## src/rtl/tx_memory.sv

```systemverilog
// tx_memory: double-buffered page memory streamed as framed 16-bit words.
// Frame = sync word, hi/lo half-words of every active page, XOR checksum.
package tx_memory_pkg;
  typedef struct packed {
    logic clk;
    logic reset;
  } ckrs_t;
endpackage

module tx_memory
  import tx_memory_pkg::*;
#(
  parameter int          g_pages = 16,
  parameter logic [15:0] g_sync  = 16'h5A3C,
  localparam int         AW      = (g_pages > 1) ? $clog2(g_pages) : 1
) (
  input  ckrs_t          ClkRs_ix,
  input  logic [AW-1:0]  wr_addr_ib,
  input  logic [31:0]    wr_data_ib32,
  input  logic           wr_en_i,
  input  logic           commit_i,
  input  logic           enable_i,
  output logic [15:0]    data_ob16,
  output logic           frame_start_o,
  output logic           commit_ack_o,
  output logic           busy_o
);

  localparam int NW = 2 * g_pages;      // data half-words per frame
  localparam int IW = $clog2(NW);       // NW >= 2, so IW >= 1

  typedef enum logic [1:0] {IDLE, SYNC, DATA, CSUM} state_t;

  logic          clk_s;
  logic          rst_s;
  state_t        state_r;
  state_t        state_nxt_s;
  logic [IW-1:0] idx_r;
  logic [IW-1:0] idx_nxt_s;
  logic [AW-1:0] page_nxt_s;
  logic [15:0]   word_nxt_s;
  logic [31:0]   shadow_r [g_pages];
  logic [31:0]   active_r [g_pages];
  logic          pending_r;
  logic          copy_s;
  logic          wr_ok_s;
  logic [15:0]   csum_r;
  logic [15:0]   data_r;
  logic          frame_start_r;
  logic          commit_ack_r;
  logic          busy_r;

  assign clk_s = ClkRs_ix.clk;
  assign rst_s = ClkRs_ix.reset;

  assign data_ob16     = data_r;
  assign frame_start_o = frame_start_r;
  assign commit_ack_o  = commit_ack_r;
  assign busy_o        = busy_r;

  // Next-state and next half-word index of the frame sequencer
  always_comb begin
    state_nxt_s = state_r;
    idx_nxt_s   = idx_r;
    case (state_r)
      IDLE: begin
        if (enable_i) state_nxt_s = SYNC;
        else          state_nxt_s = IDLE;
      end
      SYNC: begin
        state_nxt_s = DATA;
        idx_nxt_s   = {IW{1'b0}};
      end
      DATA: begin
        if (idx_r == IW'(NW - 1)) begin
          state_nxt_s = CSUM;
        end else begin
          state_nxt_s = DATA;
          idx_nxt_s   = idx_r + {{(IW-1){1'b0}}, 1'b1};
        end
      end
      CSUM: begin
        if (enable_i) state_nxt_s = SYNC;
        else          state_nxt_s = IDLE;
      end
      default: state_nxt_s = IDLE;
    endcase
  end

  // Half-word to be shown next, write qualification and commit decision;
  // a commit request in the copy cycle itself is absorbed by that copy
  always_comb begin
    page_nxt_s = AW'(idx_nxt_s >> 1);
    if (idx_nxt_s[0]) word_nxt_s = active_r[page_nxt_s][15:0];
    else              word_nxt_s = active_r[page_nxt_s][31:16];
    wr_ok_s = wr_en_i && (int'(wr_addr_ib) < g_pages);
    copy_s  = (state_nxt_s == SYNC) && (pending_r || commit_i);
  end

  // Shadow image written by the user
  always_ff @(posedge clk_s or posedge rst_s) begin
    if (rst_s) begin
      for (int p = 0; p < g_pages; p++) shadow_r[p] <= 32'h0000_0000;
    end else if (wr_ok_s) begin
      shadow_r[wr_addr_ib] <= wr_data_ib32;
    end
  end

  // Active image, refreshed only when a frame starts so each frame is consistent;
  // a write landing in the copy cycle is forwarded into the copied image
  always_ff @(posedge clk_s or posedge rst_s) begin
    if (rst_s) begin
      for (int p = 0; p < g_pages; p++) active_r[p] <= 32'h0000_0000;
    end else if (copy_s) begin
      for (int p = 0; p < g_pages; p++) begin
        if (wr_ok_s && (wr_addr_ib == AW'(p))) active_r[p] <= wr_data_ib32;
        else                                   active_r[p] <= shadow_r[p];
      end
    end
  end

  // Sequencer state, commit bookkeeping and registered stream outputs
  always_ff @(posedge clk_s or posedge rst_s) begin
    if (rst_s) begin
      state_r       <= IDLE;
      idx_r         <= {IW{1'b0}};
      pending_r     <= 1'b0;
      csum_r        <= 16'h0000;
      data_r        <= 16'h0000;
      frame_start_r <= 1'b0;
      commit_ack_r  <= 1'b0;
      busy_r        <= 1'b0;
    end else begin
      state_r       <= state_nxt_s;
      idx_r         <= idx_nxt_s;
      commit_ack_r  <= copy_s;
      frame_start_r <= (state_nxt_s == SYNC);
      busy_r        <= (state_nxt_s != IDLE);
      if (copy_s)        pending_r <= 1'b0;
      else if (commit_i) pending_r <= 1'b1;
      case (state_nxt_s)
        SYNC: data_r <= g_sync;
        DATA: begin
          data_r <= word_nxt_s;
          if (state_r == SYNC) csum_r <= word_nxt_s;
          else                 csum_r <= csum_r ^ word_nxt_s;
        end
        CSUM:    data_r <= csum_r;
        default: data_r <= 16'h0000;
      endcase
    end
  end

endmodule

```

## config.mk

```make
export PLATFORM = sky130hd
export DESIGN_NAME = tx_memory
export DESIGN_NICKNAME = d
export VERILOG_FILES = /design/src/rtl/tx_memory.sv
export SDC_FILE = /design/constraint.sdc
export NUM_CORES = 2
export LEC_CHECK = 0
export BUFFER_PORTS_ARGS = -buffer_cell sky130_fd_sc_hd__buf_2
export CAP_MARGIN = 20
export CORE_MARGIN = 1.5
export CORE_UTILIZATION = 50
export CTS_CLUSTER_SIZE = 24
export DETAILED_ROUTE_END_ITERATION = 6
export HOLD_SLACK_MARGIN = 0.1
export PLACE_DENSITY = 0.66
export SKIP_LAST_GASP = 1
export SYNTH_ARGS = -nofsm -noshare
export SYNTH_HDL_FRONTEND = slang
export SYNTH_SLANG_ARGS = --single-unit
```

## constraint.sdc

```tcl
create_clock -name ClkRs_ix -period 3.3 [get_ports ClkRs_ix]
set_input_delay 0.33 -clock ClkRs_ix [delete_from_list [all_inputs] [get_ports ClkRs_ix]]
set_output_delay 0.33 -clock ClkRs_ix [all_outputs]
set_load 0.01 [all_outputs]
```

==> results by group <==
Die
  – Std cell rows: 109
  – Core area: 88,100 um2
  – Full die area: 90,400 um2
  – Io pins: 60
  – Die height: around 300 um
  – Starting Density: 50.3%
  – Die Wd: 301 um

Synth
  – Ys async rst share: 100%
  – Largest family of logic cells by synthesized area: multiplexers
  – Synth Area in Simple Gates: 5.92%
  – Top-count cell post-synth: dfrtp_1
  – Gate Count Post-Synth: approximately 3,200
  – Mapped Area: 44,300 um2
  – Ys Warns: 0
  – Synth area leaders: dfrtp_1 (60%), mux2_2 (26%), nand2_1 (2.5%)
  – Post-synthesis mux area share: 27.7%
  – Post-Synth XOR/XNOR Area: less than 1%
  – Seq/Total Area, Yosys: 60.2%
  – Seq cells post-synth: 1,067
  – Netlist cell types: 50
  – Prevailing post-synth register cell: dfrtp_1
  – Syn Area/Cell: 13.9 um2
  – Post-synthesis compound-gate area fraction: approximately 3.3%
  – Post-Synth Adder-Cell Area: less than 1%
  – Top cell type by total area after synthesis: dfrtp_1
  – Syn nets: 3,231
  – Post-synth EDFFs: 0
  – Top-area cell type share of the netlist area: 60.2%
  – Post-synth top cells: dfrtp_1 (1,067), mux2_2 (1,022), nand2_1 (291)

Power and ir drop
  – Peak supply drop: 1.00 mV
  – Clock share of power: 58.3%
  – Sequential share of power: 22.2%
  – Sw frac: 42.6%
  – Comb power frac: between 10% and 20%
  – PD cells: 1300 nW/um2
  – P_sw: around 0.036 W
  – Pint: 0.0479 W
  – Leak: 25.5 nW

Detailed routing
  – Antenna-violating nets left: 0
  – Wire length per cell: 23.2 um
  – DRT Pass-1 Iters: 7
  – Vias per inst: roughly 5.7
  – WL final: 136,000 um
  – Drc violations: 0
  – Iteration-0 DRC Markers: 2,436
  – Via count: between 30,000 and 40,000

Hold path
  – Hold Path Stages: 2
  – Hold_sp: wr_data_ib32[29]
  – Worst Hold End: shadow_r[61]$_DFFE_PP0P_
  – Worst hold-check path type: in2reg

Layout
  – Layout cell share with drive strength beyond 1: ~60%
  – Fillers: 5,415
  – Synthesis-to-layout area growth: 45.3%
  – Nets@finish: 4,572

Critical path
  – Reg-to-reg endpoint: csum_r[12]$_DFFE_PP0P_
  – CP startpoint: idx_r[0]$_DFF_PP0_
  – RR Startpoint: idx_r[0]$_DFF_PP0_
  – Worst endpoint data arrival time: 3.86 ns
  – R2R cell count: 11
  – Worst Setup End Kind: register
  – Critical Path RT: 3.91 ns
  – Flop2flop setup slack: about 0.055 ns
  – Startpoint types: register
  – CP Class: reg2reg
  – CP max FO: 9

Placed design
  – Placer congestion estimate: 0.831
  – Port Buf Inserts: 58
  – Hpwl dp: 64,200 um
  – Pre-CTS setup slack: -13.07 ns

Timing
  – WHS: between 0.15 and 0.2 ns
  – Fmax: 0.308 GHz
  – Slew Limit Fails: 0
  – Post-route setup slack: 0.0553 ns
  – Final Hold Vio Count: 0
  – Final clock period utilization by the worst path: just under 100%
  – Clock period minus worst slack: ~3.2 ns
  – Skew final: 0.0247 ns
  – Worst-margin pin slew: 0.989 ns
  – Rel. slew slack: approximately 34%
  – Count of final setup violators: 0

Clock tree
  – Worst-Skew Late Latency: a little under 0.7 ns
  – Clock transition at path regs: 0.06 ns
  – CTS tree: built

GRT
  – Vias in the first global route: 44,600
  – Largest net degree at the start of global routing: 128
  – GRT Residual Overflow: 0
  – First-pass GRT wire length: 210,000 um
  – Initial antenna violation count: 12
  – Total Routing Usage GR: 30.8%

Job
  – # Max-Cap Violations: 0

Status
  – Status: finished, final reports clean
## kinds of logic (layout without fill, tap and decap cells)
family                     after synthesis  after routing
other                                    0              6
muxes                                 1097           1097
buffers and inverters                  247           1744
xor gates and xnor gates                16             16
DFF                                   1067           1067
and+or+nand+nor                        556            556
adders and majority gates                3              3
AOI/OAI and AO/OA                      201            201
## through the flow
stage	TNS (ns)	cells	total power (W)	utilization (%)	cell area, um2
6_report	0	5855	0.0835	73.1	64400
4_1_cts	0	5845	0.0845	72.9	64200
2_1_floorplan	-	3187	0.0332	-	44300
3_3_place_gp	-	4306	0.0372	52.9	46600
3_5_place_dp	-	4307	0.0380	53.0	46700
5_1_grt	-0.0422	5850	0.0886	73.1	64400
## sequential cells by signal, indices dropped and copies added (netlist names)
register / cells
idx_r: 5
busy_o: 1
data_ob16: 16
pending_r: 1
shadow_r: 512
commit_ack_o: 1
csum_r: 16
state_r: 2
frame_start_o: 1
active_r: 512
## routing by layer
layer	part of all wire [%]	global-route usage, %	up-vias
met2	50	44.7	1565
met5	0.015	0	-
met3	7.3	15.0	454
li1	-	-	14200
met1	39	32.0	17100
met4	3.8	30.7	2
## power groups by stage
stage               Combinational [W]  Sequential [W]  Clock, W
finish                         0.0163          0.0185    0.0487
global route                   0.0174          0.0189    0.0524
CTS                            0.0160          0.0185    0.0500
detailed placement             0.0156          0.0186   0.00380
global placement               0.0150          0.0184   0.00380
floorplan                      0.0114          0.0180   0.00380
## what timing repair did
item                                   4_1_cts  5_1_grt
hold buffers                                 1        0
endpoints found under the hold margin        1        0
buffers inserted                             0        3
setup endpoints to repair                   15       30
gates resized for setup                     14       20
pin swaps                                    1        8
cloned                                       0        1
## cell usage in the layout, fill, tap and decap left out, drive strengths merged, types with 30 or more instances in the layout
cell type,count
and3,76
a31oi,30
clkinvlp,1116
mux2i,72
nand3,102
clkinv,32
mux2,1025
dfrtp,1067
nand4,30
buf,195
a211oi,116
clkbuf,371
nand2,291
## worst max-delay path, stage by stage (launching register included)
cell      delay [ns]
dfrtp_1         0.40
ha_1            0.29
and4_1          0.26
buf_4           0.18
and3_1          0.20
o211ai_1        0.80
buf_4           0.40
a31oi_1         0.09
nand4_1         0.15
and3_1          0.18
buf_4           0.11
xor2_1          0.13
## worst max-delay path by stage
stage                                         end  slack [ns]
final                      csum_r[12]$_DFFE_PP0P_        0.06
after CTS                   csum_r[3]$_DFFE_PP0P_       0.002
after global placement    active_r[0]$_DFFE_PP0P_      -13.07
after global routing       csum_r[12]$_DFFE_PP0P_       -0.03
after floorplan           active_r[0]$_DFFE_PP0P_      -13.07
after detailed placement  active_r[0]$_DFFE_PP0P_      -13.07
## layout make-up
type / instances / area [um2] / area share, %
antenna: 6 / 15.0 / 0.0233
clock buffer: 370 / 8390 / 13.0
clock inverter: 1168 / 9110 / 14.1
inverter: 9 / 57.6 / 0.0894
multi-input combinational: 1873 / 16800 / 26.1
sequential: 1067 / 26700 / 41.5
tap: 1165 / 1460 / 2.26
timing repair buffer: 197 / 1880 / 2.91
Note: power is estimated with default switching activity, not from simulation.
